<file path="src/rtl/song_recorder.sv">
// rtl/song_recorder.sv - live tone recorder that packs notes into {dur, tone} song-memory entries
//
// Purpose: while recording, watches the live tone code and counts duration ticks.
//          Each time the tone changes, a tick brings a long note to 15 units, or a
//          stop is requested, one 8-bit entry {dur[3:0], tone[3:0]} is written to
//          song memory. Entries with zero duration are dropped.
//
// Parameters:
//   MAX_ADDR - last writable song-memory address (song occupies 0..MAX_ADDR)
//   ADDR_W   - song-memory address width
//
// Ports:
//   clk       in   system clock, all logic on posedge
//   rst       in   synchronous active-high reset
//   tone_in   in   [3:0] live tone code, 0 = rest
//   tick      in   one-cycle duration-unit strobe
//   rec_start in   one-cycle request to begin a take
//   rec_stop  in   one-cycle request to end a take
//   wr_en     out  song-memory write strobe, one cycle per entry
//   wr_addr   out  [ADDR_W-1:0] song-memory write address
//   wr_data   out  [7:0] entry {dur, tone}
//   busy      out  high while recording
//   done      out  high once a take has ended
//   song_len  out  [ADDR_W-1:0] note entries written in the last or current take
//
// Configuration macro: SONG_RECORDER_TERMINATOR_EN
//   defined   - last note slot is MAX_ADDR-1; entering DONE writes a 8'h00
//               terminator the cycle after the final note write
//   undefined - last note slot is MAX_ADDR; no terminator
module song_recorder #(
    parameter int MAX_ADDR = 20,
    parameter int ADDR_W   = 8
) (
    input  logic              clk,
    input  logic              rst,
    input  logic [3:0]        tone_in,
    input  logic              tick,
    input  logic              rec_start,
    input  logic              rec_stop,
    output logic              wr_en,
    output logic [ADDR_W-1:0] wr_addr,
    output logic [7:0]        wr_data,
    output logic              busy,
    output logic              done,
    output logic [ADDR_W-1:0] song_len
);

`ifdef SONG_RECORDER_TERMINATOR_EN
    localparam logic [ADDR_W-1:0] LAST_SLOT = ADDR_W'(MAX_ADDR - 1);
    localparam logic              TERM_EN   = 1'b1;
`else
    localparam logic [ADDR_W-1:0] LAST_SLOT = ADDR_W'(MAX_ADDR);
    localparam logic              TERM_EN   = 1'b0;
`endif

    typedef enum logic [1:0] {
        S_IDLE = 2'd0,
        S_REC  = 2'd1,
        S_DONE = 2'd2
    } state_t;

    state_t            r_state;
    state_t            w_state_next;

    logic              r_wr_en;
    logic              r_wr_is_note;
    logic [ADDR_W-1:0] r_wr_addr;
    logic [7:0]        r_wr_data;
    logic              r_busy;
    logic              r_done;
    logic [ADDR_W-1:0] r_song_len;
    logic [3:0]        r_dur_cnt;
    logic [3:0]        r_cur_tone;
    logic              r_term_pend;

    logic [ADDR_W-1:0] w_addr_eff;
    logic [3:0]        w_dur_inc;
    logic              w_emit;
    logic [7:0]        w_emit_data;
    logic              w_load_tone;
    logic              w_clr_dur;
    logic              w_start;
    logic              w_enter_done;

    // The address advances the cycle after a write; a write landing in that
    // same cycle must already target the advanced address.
    assign w_addr_eff  = r_wr_en ? (r_wr_addr + ADDR_W'(1)) : r_wr_addr;
    // A tick coincident with a change/stop belongs to the outgoing note.
    assign w_dur_inc   = r_dur_cnt + {3'b000, tick};
    assign w_emit_data = {w_dur_inc, r_cur_tone};

    always_ff @(posedge clk) begin
        if (rst) begin
            r_state <= S_IDLE;
        end else begin
            r_state <= w_state_next;
        end
    end

    always_comb begin
        w_state_next = r_state;
        w_emit       = 1'b0;
        w_load_tone  = 1'b0;
        w_clr_dur    = 1'b0;
        w_start      = 1'b0;
        case (r_state)
            S_IDLE: begin
                if (rec_start) begin
                    w_state_next = S_REC;
                    w_start      = 1'b1;
                end
            end
            S_REC: begin
                // rec_stop outranks a simultaneous tone change: one flush entry.
                if (rec_stop) begin
                    w_emit       = (w_dur_inc != 4'd0);
                    w_state_next = S_DONE;
                end else if (tone_in != r_cur_tone) begin
                    w_emit      = (w_dur_inc != 4'd0);
                    w_load_tone = 1'b1;
                    w_clr_dur   = 1'b1;
                end else if (w_dur_inc == 4'hF) begin
                    // Long note: split into a full-length entry and keep going.
                    w_emit    = 1'b1;
                    w_clr_dur = 1'b1;
                end
                if (w_emit && (w_addr_eff == LAST_SLOT)) begin
                    w_state_next = S_DONE;
                end
            end
            S_DONE: begin
                if (rec_start) begin
                    w_state_next = S_REC;
                    w_start      = 1'b1;
                end
            end
            default: begin
                w_state_next = S_IDLE;
            end
        endcase
    end

    assign w_enter_done = (r_state == S_REC) && (w_state_next == S_DONE);

    always_ff @(posedge clk) begin
        if (rst) begin
            r_wr_en      <= 1'b0;
            r_wr_is_note <= 1'b0;
            r_wr_addr    <= '0;
            r_wr_data    <= 8'h00;
            r_busy       <= 1'b0;
            r_done       <= 1'b0;
            r_song_len   <= '0;
            r_dur_cnt    <= 4'd0;
            r_cur_tone   <= 4'd0;
            r_term_pend  <= 1'b0;
        end else begin
            r_wr_en      <= 1'b0;
            r_wr_is_note <= 1'b0;
            r_term_pend  <= 1'b0;
            if (w_start) begin
                r_wr_addr  <= '0;
                r_song_len <= '0;
                r_cur_tone <= tone_in;
                r_dur_cnt  <= 4'd0;
            end else begin
                r_wr_addr <= w_addr_eff;
                // The terminator is not a note and stays out of song_len.
                if (r_wr_en && r_wr_is_note) begin
                    r_song_len <= r_song_len + ADDR_W'(1);
                end
                if (r_state == S_REC) begin
                    if (w_emit) begin
                        r_wr_en      <= 1'b1;
                        r_wr_is_note <= 1'b1;
                        r_wr_data    <= w_emit_data;
                    end
                    if (w_load_tone) begin
                        r_cur_tone <= tone_in;
                    end
                    r_dur_cnt <= w_clr_dur ? 4'd0 : w_dur_inc;
                end
                if (TERM_EN && w_enter_done) begin
                    r_term_pend <= 1'b1;
                end
                if (r_term_pend) begin
                    r_wr_en   <= 1'b1;
                    r_wr_data <= 8'h00;
                end
            end
            r_busy <= (w_state_next == S_REC);
            r_done <= (w_state_next == S_DONE);
        end
    end

    assign wr_en    = r_wr_en;
    assign wr_addr  = r_wr_addr;
    assign wr_data  = r_wr_data;
    assign busy     = r_busy;
    assign done     = r_done;
    assign song_len = r_song_len;

endmodule

</file>
<file path="config.mk">
export PLATFORM = sky130hd
export DESIGN_NAME = song_recorder
export DESIGN_NICKNAME = d
export VERILOG_FILES = /design/src/rtl/song_recorder.sv
export SDC_FILE = /design/constraint.sdc
export NUM_CORES = 1
export LEC_CHECK = 0
export BUFFER_PORTS_ARGS = -buffer_cell sky130_fd_sc_hd__buf_2
export CAP_MARGIN = 10
export CORE_MARGIN = 2
export CORE_UTILIZATION = 40
export DETAILED_ROUTE_END_ITERATION = 16
export GPL_TIMING_DRIVEN = 0
export PLACE_DENSITY = 0.65
export SYNTH_ARGS = -nofsm -noshare
export SYNTH_HDL_FRONTEND = slang
export SYNTH_SLANG_ARGS = --single-unit
</file>
<file path="constraint.sdc">
create_clock -name clk -period 3.1 [get_ports clk]
set_input_delay 0.62 -clock clk [delete_from_list [all_inputs] [get_ports clk]]
set_output_delay 0.62 -clock clk [all_outputs]
set_load 0.03 [all_outputs]
</file>
Word level (Yosys, flattened, before mapping)
Cells that the tools add are included.
- add/sub/neg operators: 3
- eq/ne operators: 7
- multiplexer cells: 23
- bitwise operators: 2
- reduce and logical (&&, ||, !) cells: 10
- operators by type and width (cell ; number):
    adder 8 x 1 -> 8 bit (second input constant) ; 2
    two-way mux 4 bit ; 4
    two-way mux 1 bit ; 14
    == test 8 x 5 -> 1 bit (second input constant) ; 1
    two-way mux 8 bit ; 1
    two-way mux 2 bit ; 3
    adder 4 x 1 -> 4 bit ; 1
    == test 2 x 1 -> 1 bit (second input constant) ; 2
    == test 2 bit (second input constant) ; 2
    == test 4 bit (second input constant) ; 1
    inequality test 4 bit ; 1
    case mux 2 bit (2 select lines) ; 1
    nonzero test 2 bit ; 2
    nonzero test 4 bit ; 1
    OR reduction 2 bit ; 2
    AND reduction 3 bit ; 1
    OR reduction 3 bit ; 1
    zero test 2 bit ; 1
    NOT 1 bit ; 2
    AND reduction 2 bit ; 1
    logical AND 1 bit ; 1
- register bits after elaboration: 37
- input port bits: 9
- output and inout bits: 27
- word-level logic and storage cells: 54

Longest topological paths before layout
- word-level depth: 10
- gate-level depth with buffers: 7

Least setup slack after synthesis
Ideal clock, no wire load.
- path type: input to register
- start: input tick
- end: register r_done (netlist: done)
- data arrival time: 2.006 ns
- data required time: 2.973 ns
- path slack: 0.967 ns
- cell stages on the path: 7
- buffers on the path: 0
- path through: ha_1 ha_1 xor2_1 and3_4 a211oi_2 nor2_4 o2bb2ai_1
- cells in the longest elaborated chain, start to end: 10
- elaborated cells between the ends (all ways): 11
- RTL lines (item ; line ; source):
    start: declaration ; 37 ; input logic tick,
    adder 4 x 1 -> 4 bit (*) ; 89 ; assign w_dur_inc = r_dur_cnt + {3'b000, tick};
    == test 4 bit ; 122 ; end else if (w_dur_inc == 4'hF) begin
    two-way mux 1 bit ; 122 ;
    two-way mux 1 bit ; 118 ; end else if (tone_in != r_cur_tone) begin
    two-way mux 1 bit (*) ; 115 ; if (rec_stop) begin
    two-way mux 1 bit (*) ; 106 ; case (r_state)
    logical AND 1 bit (*) ; 127 ; if (w_emit && (w_addr_eff == LAST_SLOT)) begin
    two-way mux 2 bit (*) ; 127 ;
    case mux 2 bit (2 select lines) (*) ; 106 ;
    == test 2 bit (*) ; 192 ; r_done <= (w_state_next == S_DONE);
    end signal: assignment ; 192 ;
    end: declaration ; 70 ; logic r_done;
Mark *: on every way between the ends. The rest lies on a longest branch, timed or not. The select of a mux whose other input is x is not followed.
A chain may end at the register's enable or synchronous reset.

Worst setup path in the final report
- start: input tick
- end: register r_state[1]
- cells in the longest elaborated chain, start to end: 9
- elaborated cells between the ends (all ways): 10
- RTL lines (item ; line ; source):
    adder 4 x 1 -> 4 bit (*) ; 89 ;
    == test 4 bit ; 122 ;
    two-way mux 1 bit ; 122 ;
    two-way mux 1 bit ; 118 ;
    two-way mux 1 bit (*) ; 115 ;
    two-way mux 1 bit (*) ; 106 ;
    logical AND 1 bit (*) ; 127 ;
    two-way mux 2 bit (*) ; 127 ;
    case mux 2 bit (2 select lines) (*) ; 106 ;
    end signal: assignment ; 96 ; r_state <= w_state_next;
    end: declaration ; 62 ; state_t r_state;
Marks and branches as above.

==> impl_metrics.yaml <==
status:
  status: "finished clean"
grt:
  grt_pass1_vias: 1413
  grt_pass1_wl_um: 6270
  grt_antenna_before_repair: 0
  grt_max_degree: 12
  overflow: 0
  track_usage_pct: 15.8
cells_and_area:
  syn_to_final_growth_pct: 18.7
  fillCellCount: 417
  most-common-layout-cells: "dfxtp_1, buf_2, nand2_1"
  final_common_cell: "dfxtp_1"
  regArea_um2: 741
  antenna_cells: 0
  drive_gt1_share_pct: 22.9
  multi_input_area_mm2: 0.00102
  final_nets: 252
die:
  die_h_um: 71.1
  io_pins: 36
  core_mm2: 0.00435
  die_x_um: 71.1
  start_util_pct: 41.4
  num_rows: 24
  dieArea_mm2: 0.00506
setup_path:
  crit_type: "in2reg"
  slowest_delay_ns: 0.42
  path_cells: "buf_2, ha_1, ha_1, xor2_1, and3_4, a211oi_2, nor2_4, o2bb2ai_1"
  cp_max_fo: 8
  cp_slowest_cell: "a211oi_2"
  endpoint_kind: "flop"
  cp.arrival_ns: 2.28
  crit_top_cell: "ha_1"
  critPathRequiredTime_ns: 3.26
  startpoint_type: "primary input"
logic_synthesis:
  ys_types: 43
  avgSynthCellArea_um2: 9.11
  ys_ff_latch: 37
  synth_nets: 211
  ys_seq_area_share_pct: 41.1
  synthesis.area_mm2: 0.00180
  yosysWarnings: 0
  postSynthCellCount: 198
detailed_routing:
  drt_wl_total_um: 3630
  drc: 0
  wl_per_cell_um: 12.4
  via_per_inst: 5.20
  wl_met1_um: 1740
  vias: 1519
  drtIter0Drc: 52
  route.met2.wl_um: 1600
  met3_length_um: 239
  final_antenna_net_count: 0
  dr.pass1.iters: 4
  top_layer: "met4"
cts:
  numCtsBuffers: 5
  tritoncts: "done"
  cts_resized: 0
  cts_root_buf: "clkbuf_8"
  cts.sinks: 37
  cts_buffer_depth: 2
  cts_setup_buffers: 0
  htree_levels: 2
  cts_hold_buf: 0
  clock_latency_ns: 0.29
  clkTransAtPathRegs_ns: 0.07
flow_run:
  cap_violations: 0
sta:
  tns_ns: 0
  fmax_ghz: 0.473
  final-hold-violation-count: 0
  drv_slew: 0
  finalCriticalPeriod_ns: 2.11
  skew_ns: 0.00498
  rsz0062_at_grt: "false"
  max_slew_margin_pct: 68.4
  post-route-period-util_pct: 68.2
  final-setup-viol-count: 0
  worst_pin_slew_ns: 0.474
  finalWorstSetupSlack_ns: 0.986
power:
  powerDensity_mw_per_mm2: 456
  p_leak_nw: 0.903
  p_total_mw: 0.976
  peakVddDrop_mv: 0.297
hold_path:
  hp-class: "reg2reg"
place:
  place.gp.congestion: 0.809
  post-place-ws_ns: 0.678
  hpwl_um: 2590
  portBuffers: 34
## cell type report
class / count / share of cell area, %
tap: 52 / 3.04
timing repair buffer: 34 / 7.95
sequential: 37 / 34.6
buffer: 7 / 1.58
multi-input combinational: 152 / 47.7
clock inverter: 1 / 0.234
clock buffer: 7 / 4.50
inverter: 2 / 0.351
## synth_stat cells
| library cell | n | area [µm²] |
|---|---|---|
| and3_4 | 1 | 11.3 |
| mux2i_1 | 12 | 120 |
| nor3_1 | 3 | 15.0 |
| and4bb_1 | 1 | 12.5 |
| and3_2 | 1 | 7.51 |
| buf_6 | 1 | 11.3 |
| and3_1 | 3 | 18.8 |
| nor3b_1 | 4 | 30.0 |
| and2b_1 | 1 | 7.51 |
| a211o_1 | 3 | 26.3 |
| o2bb2ai_1 | 2 | 17.5 |
| o22ai_1 | 2 | 12.5 |
| a22o_1 | 1 | 8.76 |
| nor4_2 | 1 | 12.5 |
| a21oi_1 | 12 | 60.1 |
| a41o_2 | 1 | 11.3 |
| nor2b_1 | 2 | 12.5 |
| xnor2_1 | 9 | 78.8 |
| nand2b_1 | 3 | 18.8 |
| o31ai_2 | 1 | 12.5 |
| clkbuf_1 | 6 | 22.5 |
| nor2_4 | 1 | 11.3 |
| nand3_1 | 3 | 15.0 |
| nor2_1 | 22 | 82.6 |
| o21ai_1 | 3 | 15.0 |
| nand3_2 | 1 | 10.0 |
| inv_1 | 2 | 7.51 |
| o211ai_1 | 2 | 15.0 |
| nand2_1 | 23 | 86.3 |
| ha_1 | 4 | 50.1 |
| nor2b_2 | 1 | 8.76 |
| o21ai_2 | 2 | 17.5 |
| or4b_1 | 1 | 10.0 |
| o21ai_0 | 2 | 10.0 |
| or3_1 | 3 | 18.8 |
| o311a_1 | 1 | 10.0 |
| dfxtp_1 | 37 | 741 |
| nand4_1 | 7 | 43.8 |
| and4_1 | 1 | 8.76 |
| xnor2_2 | 1 | 16.3 |
| xor2_1 | 9 | 78.8 |
| and2_1 | 1 | 6.26 |
| a211oi_2 | 1 | 12.5 |
## kinds of logic (layout without fill, tap and decap cells)
group	after synthesis	after routing	share of synthesized area, %
simple gates	84	84	24.8
flops	37	37	41.1
compound gates	33	33	12.7
xor+xnor	19	19	9.65
mux	12	12	6.66
buf+inv	9	51	2.29
fa+ha+maj	4	4	2.78
## power breakdown
part | leakage [nW] | internal [mW] | switching (mW)
registers | 0.300 | 0.489 | 0.0101
logic | 0.549 | 0.0398 | 0.0675
clock network | 0.0542 | 0.201 | 0.169
## per-stage QoR
| step | std cells | util [%] | hold WS (ns) | area, µm² |
|---|---|---|---|---|
| final | 292 | 49.1 | 0.459 | 2140 |
| after global routing | 292 | 49.1 | 0.476 | 2140 |
| after CTS | 292 | 49.1 | 0.460 | 2140 |
| after detailed placement | 284 | 46.8 | 0.443 | 2040 |
| after global placement | 284 | 46.8 | 0.444 | 2040 |
| after floorplan | 198 | - | 0.440 | 1800 |
## final timing paths
kind / startpoint / endpoint / slack, ns / depth (start not counted)
max reg2reg: r_dur_cnt[0] / r_state[1] / 1.12 / 7
min: wr_data[4] / wr_data[4] / 0.46 / 2
min reg2reg: wr_data[4] / wr_data[4] / 0.46 / 2
max: tick / r_state[1] / 0.99 / 8
## routing by layer
layer  global-route usage [%]  up-vias
met5                        0        -
met4                     6.29        0
met3                     6.27        6
met2                     24.9       42
met1                     19.4      695
li1                         -      776
## sequential cells by signal (all words and copies together), names as in the netlist
signal / count
r_state: 2
wr_addr: 8
busy: 1
done: 1
r_cur_tone: 4
r_wr_is_note: 1
r_dur_cnt: 4
wr_data: 8
song_len: 8
## worst max-delay path, delay by kind of cell
kind                       cells  cell delay (ns)
xor gates and xnor gates       1             0.18
buffers and inverters          1             0.10
and+or+nand+nor                2             0.37
AOI/OAI and AO/OA              2             0.57
adders and majority gates      2             0.43
(Power assumes the default switching activity.)
